$ cat src/rtl/mux16_rr_arbiter_if.sv
// Request/grant bundle between the requesters and the 16:1 mux arbiter.
// "release" is a reserved word, so the holder's give-up strobe is release_grant.
interface mux16_rr_arbiter_if;
    logic [15:0] req;
    logic        release_grant;
    logic [3:0]  sel;
    logic [15:0] gnt;
    logic        busy;
    logic        preempt;

    modport master (
        output req, release_grant,
        input  sel, gnt, busy, preempt
    );

    modport slave (
        input  req, release_grant,
        output sel, gnt, busy, preempt
    );
endinterface

$ cat src/rtl/mux16_rr_arbiter.sv
// Round-robin arbiter driving the 16:1 mux select, with a per-grant hold limit.
// All outputs are registered; an IDLE bubble always separates two grants.
module mux16_rr_arbiter #(
    parameter int MAX_HOLD = 8
) (
    input  logic                clk,
    input  logic                rst,
    mux16_rr_arbiter_if.slave   bus
);
    typedef enum logic {IDLE, GRANT} state_t;

    localparam logic [7:0] HOLD_LAST = 8'(MAX_HOLD - 1);

    state_t      state_q, state_d;
    logic [3:0]  ptr_q, ptr_d;
    logic [7:0]  cnt_q, cnt_d;
    logic [3:0]  sel_q, sel_d;
    logic [15:0] gnt_q, gnt_d;
    logic        busy_q, busy_d;
    logic        preempt_q, preempt_d;

    logic [3:0]  win;
    logic        found;

    // First requester at or after ptr, wrapping modulo 16.
    always_comb begin
        win   = ptr_q;
        found = 1'b0;
        for (int i = 0; i < 16; i++) begin
            if (!found && bus.req[ptr_q + i[3:0]]) begin
                win   = ptr_q + i[3:0];
                found = 1'b1;
            end
        end
    end

    always_comb begin
        state_d   = state_q;
        ptr_d     = ptr_q;
        cnt_d     = cnt_q;
        sel_d     = sel_q;
        gnt_d     = gnt_q;
        busy_d    = busy_q;
        preempt_d = 1'b0;
        unique case (state_q)
            IDLE: begin
                gnt_d  = '0;
                busy_d = 1'b0;
                if (found) begin
                    sel_d   = win;
                    gnt_d   = 16'b1 << win;
                    busy_d  = 1'b1;
                    cnt_d   = '0;
                    state_d = GRANT;
                end
            end
            GRANT: begin
                // Release wins over expiry, so a simultaneous release is not a preemption.
                if (bus.release_grant || !bus.req[sel_q] || cnt_q == HOLD_LAST) begin
                    preempt_d = bus.release_grant ? 1'b0 : bus.req[sel_q];
                    gnt_d     = '0;
                    busy_d    = 1'b0;
                    ptr_d     = sel_q + 4'd1;
                    state_d   = IDLE;
                end else begin
                    cnt_d = cnt_q + 8'd1;
                end
            end
            default: state_d = IDLE;
        endcase
    end

    always_ff @(posedge clk) begin
        if (rst) begin
            state_q   <= IDLE;
            ptr_q     <= '0;
            cnt_q     <= '0;
            sel_q     <= '0;
            gnt_q     <= '0;
            busy_q    <= 1'b0;
            preempt_q <= 1'b0;
        end else begin
            state_q   <= state_d;
            ptr_q     <= ptr_d;
            cnt_q     <= cnt_d;
            sel_q     <= sel_d;
            gnt_q     <= gnt_d;
            busy_q    <= busy_d;
            preempt_q <= preempt_d;
        end
    end

    assign bus.sel     = sel_q;
    assign bus.gnt     = gnt_q;
    assign bus.busy    = busy_q;
    assign bus.preempt = preempt_q;
endmodule

$ cat src/flat_wrapper.sv
// flat-port wrapper written by rule: the top's interface ports become plain ports
module mux16_rr_arbiter_flat 
#(
    parameter int MAX_HOLD = 8
)
  (clk, rst, bus_req, bus_release_grant, bus_sel, bus_gnt, bus_busy, bus_preempt);
  mux16_rr_arbiter_if bus_i ();
  input  logic clk;
  input  logic rst;
  input wire logic [$bits(bus_i.req)-1:0] bus_req;
  input wire logic [$bits(bus_i.release_grant)-1:0] bus_release_grant;
  output wire logic [$bits(bus_i.sel)-1:0] bus_sel;
  output wire logic [$bits(bus_i.gnt)-1:0] bus_gnt;
  output wire logic [$bits(bus_i.busy)-1:0] bus_busy;
  output wire logic [$bits(bus_i.preempt)-1:0] bus_preempt;
  assign bus_i.req = bus_req;
  assign bus_i.release_grant = bus_release_grant;
  assign bus_sel = bus_i.sel;
  assign bus_gnt = bus_i.gnt;
  assign bus_busy = bus_i.busy;
  assign bus_preempt = bus_i.preempt;
  mux16_rr_arbiter #(.MAX_HOLD(MAX_HOLD)) u_core (.clk(clk), .rst(rst), .bus(bus_i));
endmodule
$ cat config.mk
export PLATFORM = sky130hd
export DESIGN_NAME = mux16_rr_arbiter_flat
export DESIGN_NICKNAME = d
export VERILOG_FILES = /design/src/rtl/mux16_rr_arbiter_if.sv /design/src/rtl/mux16_rr_arbiter.sv /design/src/flat_wrapper.sv
export SDC_FILE = /design/constraint.sdc
export NUM_CORES = 1
export LEC_CHECK = 0
export BUFFER_PORTS_ARGS = -buffer_cell sky130_fd_sc_hd__buf_2
export CAP_MARGIN = 10
export CELL_PAD_IN_SITES_DETAIL_PLACEMENT = 0
export CELL_PAD_IN_SITES_GLOBAL_PLACEMENT = 2
export CORE_UTILIZATION = 38
export DETAILED_ROUTE_END_ITERATION = 8
export GPL_TIMING_DRIVEN = 0
export PLACE_DENSITY_LB_ADDON = 0.1
export SLEW_MARGIN = 15
export SYNTH_ARGS = -nofsm -noshare
export SYNTH_HDL_FRONTEND = slang
export SYNTH_SLANG_ARGS = --single-unit
$ cat constraint.sdc
create_clock -name clk -period 5.9 [get_ports clk]
set_input_delay 0.295 -clock clk [delete_from_list [all_inputs] [get_ports clk]]
set_output_delay 0.295 -clock clk [all_outputs]
set_load 0.01 [all_outputs]
Word level (Yosys, flattened, before mapping)
Index checks and enable logic that the tools add are counted.
{"block": "word_totals", "out_inout_bits": 22, "register_bits": 35, "inputBits": 19}
{"block": "classes", "bitwise": 2, "shift": 1, "reduce_logical": 37, "n_addsub": 17, "n_eq_ne": 4, "magnitude_cmp": 17, "muxes": 76}
{"cell": "4-bit by 5-bit less-than comparator with 1-bit output (second input constant)", "count": 17}
{"cell": "1-bit binary-select mux with 4-bit select", "count": 17}
{"cell": "4-bit 2-to-1 mux", "count": 15}
{"cell": "1-bit 2-to-1 mux", "count": 36}
{"cell": "4-bit adder (second input constant)", "count": 8}
{"cell": "16-bit 2-to-1 mux", "count": 2}
{"cell": "16-bit one-hot mux with 2 select lines", "count": 1}
{"cell": "4-bit by 3-bit adder with 4-bit output (second input constant)", "count": 4}
{"cell": "1-bit zero test", "count": 16}
{"cell": "8-bit 2-to-1 mux", "count": 2}
{"cell": "8-bit one-hot mux with 2 select lines", "count": 1}
{"cell": "1-bit by 4-bit left shift with 16-bit output (first input constant)", "count": 1}
{"cell": "1-bit logical AND", "count": 15}
{"cell": "4-bit by 1-bit adder with 4-bit output (second input constant)", "count": 2}
{"cell": "4-bit by 2-bit adder with 4-bit output (second input constant)", "count": 2}
{"cell": "8-bit by 1-bit adder with 8-bit output (second input constant)", "count": 1}
{"cell": "8-bit by 3-bit == test with 1-bit output (second input constant)", "count": 1}
{"cell": "2-bit AND reduction", "count": 3}
{"cell": "2-bit inequality test (second input constant)", "count": 2}
{"cell": "1-bit one-hot mux with 2 select lines", "count": 2}
{"cell": "4-bit OR reduction", "count": 1}
{"cell": "1-bit logical OR", "count": 2}
{"cell": "2-bit by 1-bit inequality test with 1-bit output (second input constant)", "count": 1}
{"cell": "1-bit inverter", "count": 2}

Depth between registers and ports, before layout
{"block": "depth", "word_depth": 51, "mapped_depth": 18, "depth_no_buf": 12}

Worst setup path before layout
No wires, ideal clock.
{"block": "synth_path", "path_type": "register -> register", "startpoint": "register u_core.ptr_q[1]", "endpoint": "register u_core.gnt_q[1], in the netlist u_core.bus.gnt[1]", "setup_slack_ns": 1.708, "path_stages_with_launch": 15, "arrival_time_ns": 4.123, "period_less_slack_ns": 4.192, "required_ns": 5.831, "setup_time_ns": 0.069, "path_buffers": 3, "path_cell_list": "dfxtp_1 > buf_2 > inv_1 > ha_1 > buf_2 > mux2_1 > mux4_2 > mux2i_1 > nor3b_1 > and3_1 > buf_4 > nand3_1 > and3_4 > or4_4 > o21ai_1"}
{"block": "synth_between", "elab_chain_cells": 51}
{"item": "start, declared", "line": "mux16_rr_arbiter.sv:15", "source": "logic [3:0] ptr_q, ptr_d;"}
{"item": "start signal, assigned", "line": "mux16_rr_arbiter.sv:84", "source": "ptr_q <= ptr_d;"}
{"item": "branches (longest 49 deep; another with 4-bit by 1-bit adder with 4-bit output)"}
{"item": "16-bit 2-to-1 mux *", "line": "mux16_rr_arbiter.sv:49", "source": "if (found) begin"}
{"item": "16-bit one-hot mux with 2 select lines *", "line": "mux16_rr_arbiter.sv:45", "source": "unique case (state_q)"}
{"item": "end signal, assigned", "line": "mux16_rr_arbiter.sv:87", "source": "gnt_q <= gnt_d;"}
{"item": "end, declared", "line": "mux16_rr_arbiter.sv:18", "source": "logic [15:0] gnt_q, gnt_d;"}
Every way passes the cells marked *. The select of a mux whose other input is x is not followed.
A chain may end at the register's enable or synchronous reset.

Final worst setup path
Same ends and word-level chain as after synthesis.

==> impl_summary.md <==
Synth
When the netlist entered floorplanning its net count stood at about 470. Counting flops with a built-in enable in the synthesized netlist gives 0. Of the total synthesized cell area, the portion taken by AND, OR, NAND and NOR gates is 0.1824. The mux cell area share after synthesis is 0.3449.

The Yosys warning count is 0. Of the total synthesized cell area, the portion taken by XOR and XNOR cells is 0.03731. The share of the synthesized area in compound gates (AO/OA/AOI/OAI) is 0.1859. The cell count after synthesis is ~440. The mean post-synth cell area is 9.056 sq um. The adder and majority gate portion of the synthesized area is 0.03162.

For this run, the register share of the synthesized area comes to 0.1770. The number of distinct library cells after synthesis is 69. After synthesis the netlist holds a flip-flop and latch count of 35. The most used flip-flop cell after synthesis is dfxtp_1.

The post-synth design cell area is 3958 sq um. The main combinational cell family by area after synthesis is multiplexers. Of all flip-flops after synthesis, the portion carrying an async set or reset was 0.

Placed design
The number of buffers inserted by port buffering is 40. Once placement completed, the tool counted placed cells totaling 610. In this run the cell area measured after placement is between 4000 and 5000 sq um.

The wire-length estimate of the detail-placed layout is between 9000 and 10000 um. The last weighted congestion value of the routability-driven placer is 0.8534.

Global route
Entering global routing, the biggest net connects 13 pins. The total overflow reported by the global router is 0. The overall track demand over capacity in global routing is 0.2249. The via count of the first global-routing pass came to around 3400. The wire length of the first global-routing pass is between 15000 and 20000 um. The initial antenna violation count is 0.

Final layout
In the layout the commonest cells are buf_2 (49), nand2_1 (44), mux4_2 (37), nor2_1 (37), dfxtp_1 (35). The area used by multi-input combinational logic is a little over 3000 sq um. The net count of the finished layout is 513. Relative to the synthesized area, the layout overhead comes to 12.11%. The leading cell type in the layout, fill and taps excluded is buf_2. The area of all placed cells without fillers is ~4400 sq um. For this run, the number of standard cells in the final layout without fillers is 618. The sequential cell area is 700.7 sq um. Of the cells placed in the final design, the portion with a size suffix greater than 1 is 0.2598. The number of antenna cells inserted is 0.

The filler cells instantiated in the layout total about 1000.

Floorplan
The initial core utilization is 0.3976. The total core area is between 9000 and 10000 sq um. Row generation in the floorplan step produced 36 rows. The width of the die is between 100 and 150 um. The I/O pin total is 41.

The floorplan die area is between 10000 and 15000 sq um. In this run the vertical extent of the chip is roughly 100 um.

Setup path
At the worst endpoint, the required time is 6110 ps. The type of destination of the critical path is a flip-flop. For this run, the slowest stage of the critical path takes roughly 570 ps. Along the worst path, the maximum fanout reaches 10. For this design, the slowest cell found on the critical path is or4_4. The signal on the critical path passes through buf_2, inv_1, ha_1, buf_2, mux2_1, mux4_2, mux2i_1, nor3b_1, and3_1, buf_4, nand3_1, and3_4, or4_4, o21ai_1. The critical path launch point type is a flip-flop.

The cell that appears most often on the critical path is buf_2. The worst setup path category is flip-flop to flip-flop. STA puts the critical path data arrival time at around 5400 ps.

Status
The flow ran to the end, and the final reports show no timing, DRC or antenna violations.

Drt
After detailed routing, the average wire length per cell comes to a little under 20 um. The first TritonRoute pass finished after 5 iterations. For this run, design rule violations remaining after detail routing come to 0. The number of design-rule violations left by the first detailed-router iteration is 214. The final route contains 3770 vias. Dividing the detail-routed via count by the number of cells gives roughly 6.

After detailed routing, the total wire length is between 10000 and 15000 um. Once detail routing completed, the nets flagged for antenna violations numbered 0.

Timing
At the pin with the least slew margin, the transition time is between 700 and 800 ps. The final-report hold violation count is 0. The clock period could shrink to a little over 5000 ps. Across the routed clock network, the largest skew measured is between 7 and 8 ps. Of the available clock period, the critical path in the final layout requires 0.8812. The worst pin sits at a relative slew slack of 0.5033. The worst hold slack is approximately 300 ps. The aggregate negative setup slack is 0 ps. Static timing analysis puts the maximum clock frequency at about 190 MHz. Setup violations remaining at the end of the flow were counted as 0. The number of slew-limit violations in the final report is 0. Setup repair after global routing left no endpoint under its margin.

Clock tree
The post-CTS resize count is 0. The number of post-CTS setup repair buffers is 0. The H-tree level count is 2.

The tree built by TritonCTS fans out to 35 sinks. The TritonCTS clock tree is done. The clock slew seen by the registers of the worst setup and hold paths is roughly 70 ps. Buffers inserted to repair hold after CTS numbered 0. The number of clock buffers inserted by TritonCTS is 5.

The clock network latency to the later pin of the worst-skew pair is between 200 and 300 ps. The number of buffers on the longest clock path is 2. CTS placed an instance of clkbuf_8 at the clock tree root.

Power and ir drop
The static leakage is approximately 1.7 nW. The power density relative to cell area is around 470 nW/um^2. Across the VDD grid, the largest voltage drop is roughly 0.00021 V.

Hold path
The path class of the tightest hold or removal check is input port to flip-flop.

Flow run
The max-cap violation count is 0.
## power by group
part / internal, mW / leakage [nW] / switching, mW
registers: 0.273 / 0.284 / 0.0368
logic: 0.644 / 1.36 / 0.932
clock network: 0.126 / 0.0581 / 0.0910
## flip-flops by register name (all words and copies together) (netlist names)
register and cells:
u_core.cnt_q 8, u_core.bus.sel 4, u_core.ptr_q 4, u_core.state_q 1
u_core.bus.busy 1, u_core.bus.gnt 16, u_core.bus.preempt 1
## per-stage QoR
stage | power [mW] | worst slack (ps) | util
2_1_floorplan | 1.480 | 1708 | -
3_3_place_gp | 1.869 | 657.2 | 0.4344
3_5_place_dp | 1.869 | 731.6 | 0.4344
4_1_cts | 2.093 | 682.9 | 0.4457
5_1_grt | 2.258 | 344.8 | 0.4457
6_report | 2.103 | 700.7 | 0.4457
## routing by layer
layer  wire [um]  GRT usage  share of wire
met2        5700     0.3576           0.47
met4          61    0.02959         0.0050
met5           0          0              0
met1        5862     0.3272           0.48
met3         613    0.03634          0.050
## cells by family after synthesis
logic type                 after synthesis
adders and majority gates               10
muxes                                   86
and+or+nand+nor                        145
buffers and inverters                   34
AOI/OAI and AO/OA                      111
xor gates and xnor gates                16
DFF                                     35
## cell type report
| cell class | instances | area share |
|---|---|---|
| flip-flops and latches | 35 | 0.1579 |
| inverters | 12 | 0.01015 |
| well taps | 133 | 0.03751 |
| clock buffers | 5 | 0.01551 |
| plain buffers | 22 | 0.02623 |
| multi-input cells | 368 | 0.6977 |
| clock inverters | 3 | 0.009870 |
| repair buffers | 40 | 0.04512 |
## worst max-delay path, delay by kind of cell (launching register included)
| family | cells | cell delay [ps] |
|---|---|---|
| flops | 1 | 540 |
| mux | 3 | 1380 |
| buf+inv | 4 | 1140 |
| fa+ha+maj | 1 | 410 |
| compound gates | 1 | 150 |
| simple gates | 5 | 1500 |
## path summary, 6_finish.rpt
path	startpoint	end	slack, ps	cells past startpoint
worst min-delay path	bus_release_grant	u_core.bus.preempt	300	3
worst max register to register	u_core.ptr_q[1]	u_core.bus.gnt[1]	700	14
worst min register to register	u_core.bus.gnt[11]	u_core.bus.gnt[11]	440	2
worst max-delay path	u_core.ptr_q[1]	u_core.bus.gnt[1]	700	14
## Yosys cell counts (all sizes together), types with 7 or more instances
master	n	share of area
inv	11	0.010
nand2	44	0.042
mux2i	29	0.077
nor2	37	0.035
and3	7	0.012
xor2	8	0.018
ha	10	0.032
o21ai	25	0.032
dfxtp	35	0.18
nor3	8	0.010
mux2	20	0.057
a21oi	24	0.030
clkbuf	7	0.0066
mux4	37	0.21
nand2b	7	0.011
xnor2	8	0.020
nand3	12	0.016
a31oi	7	0.011
buf	15	0.023
(Power assumes the default switching activity.)
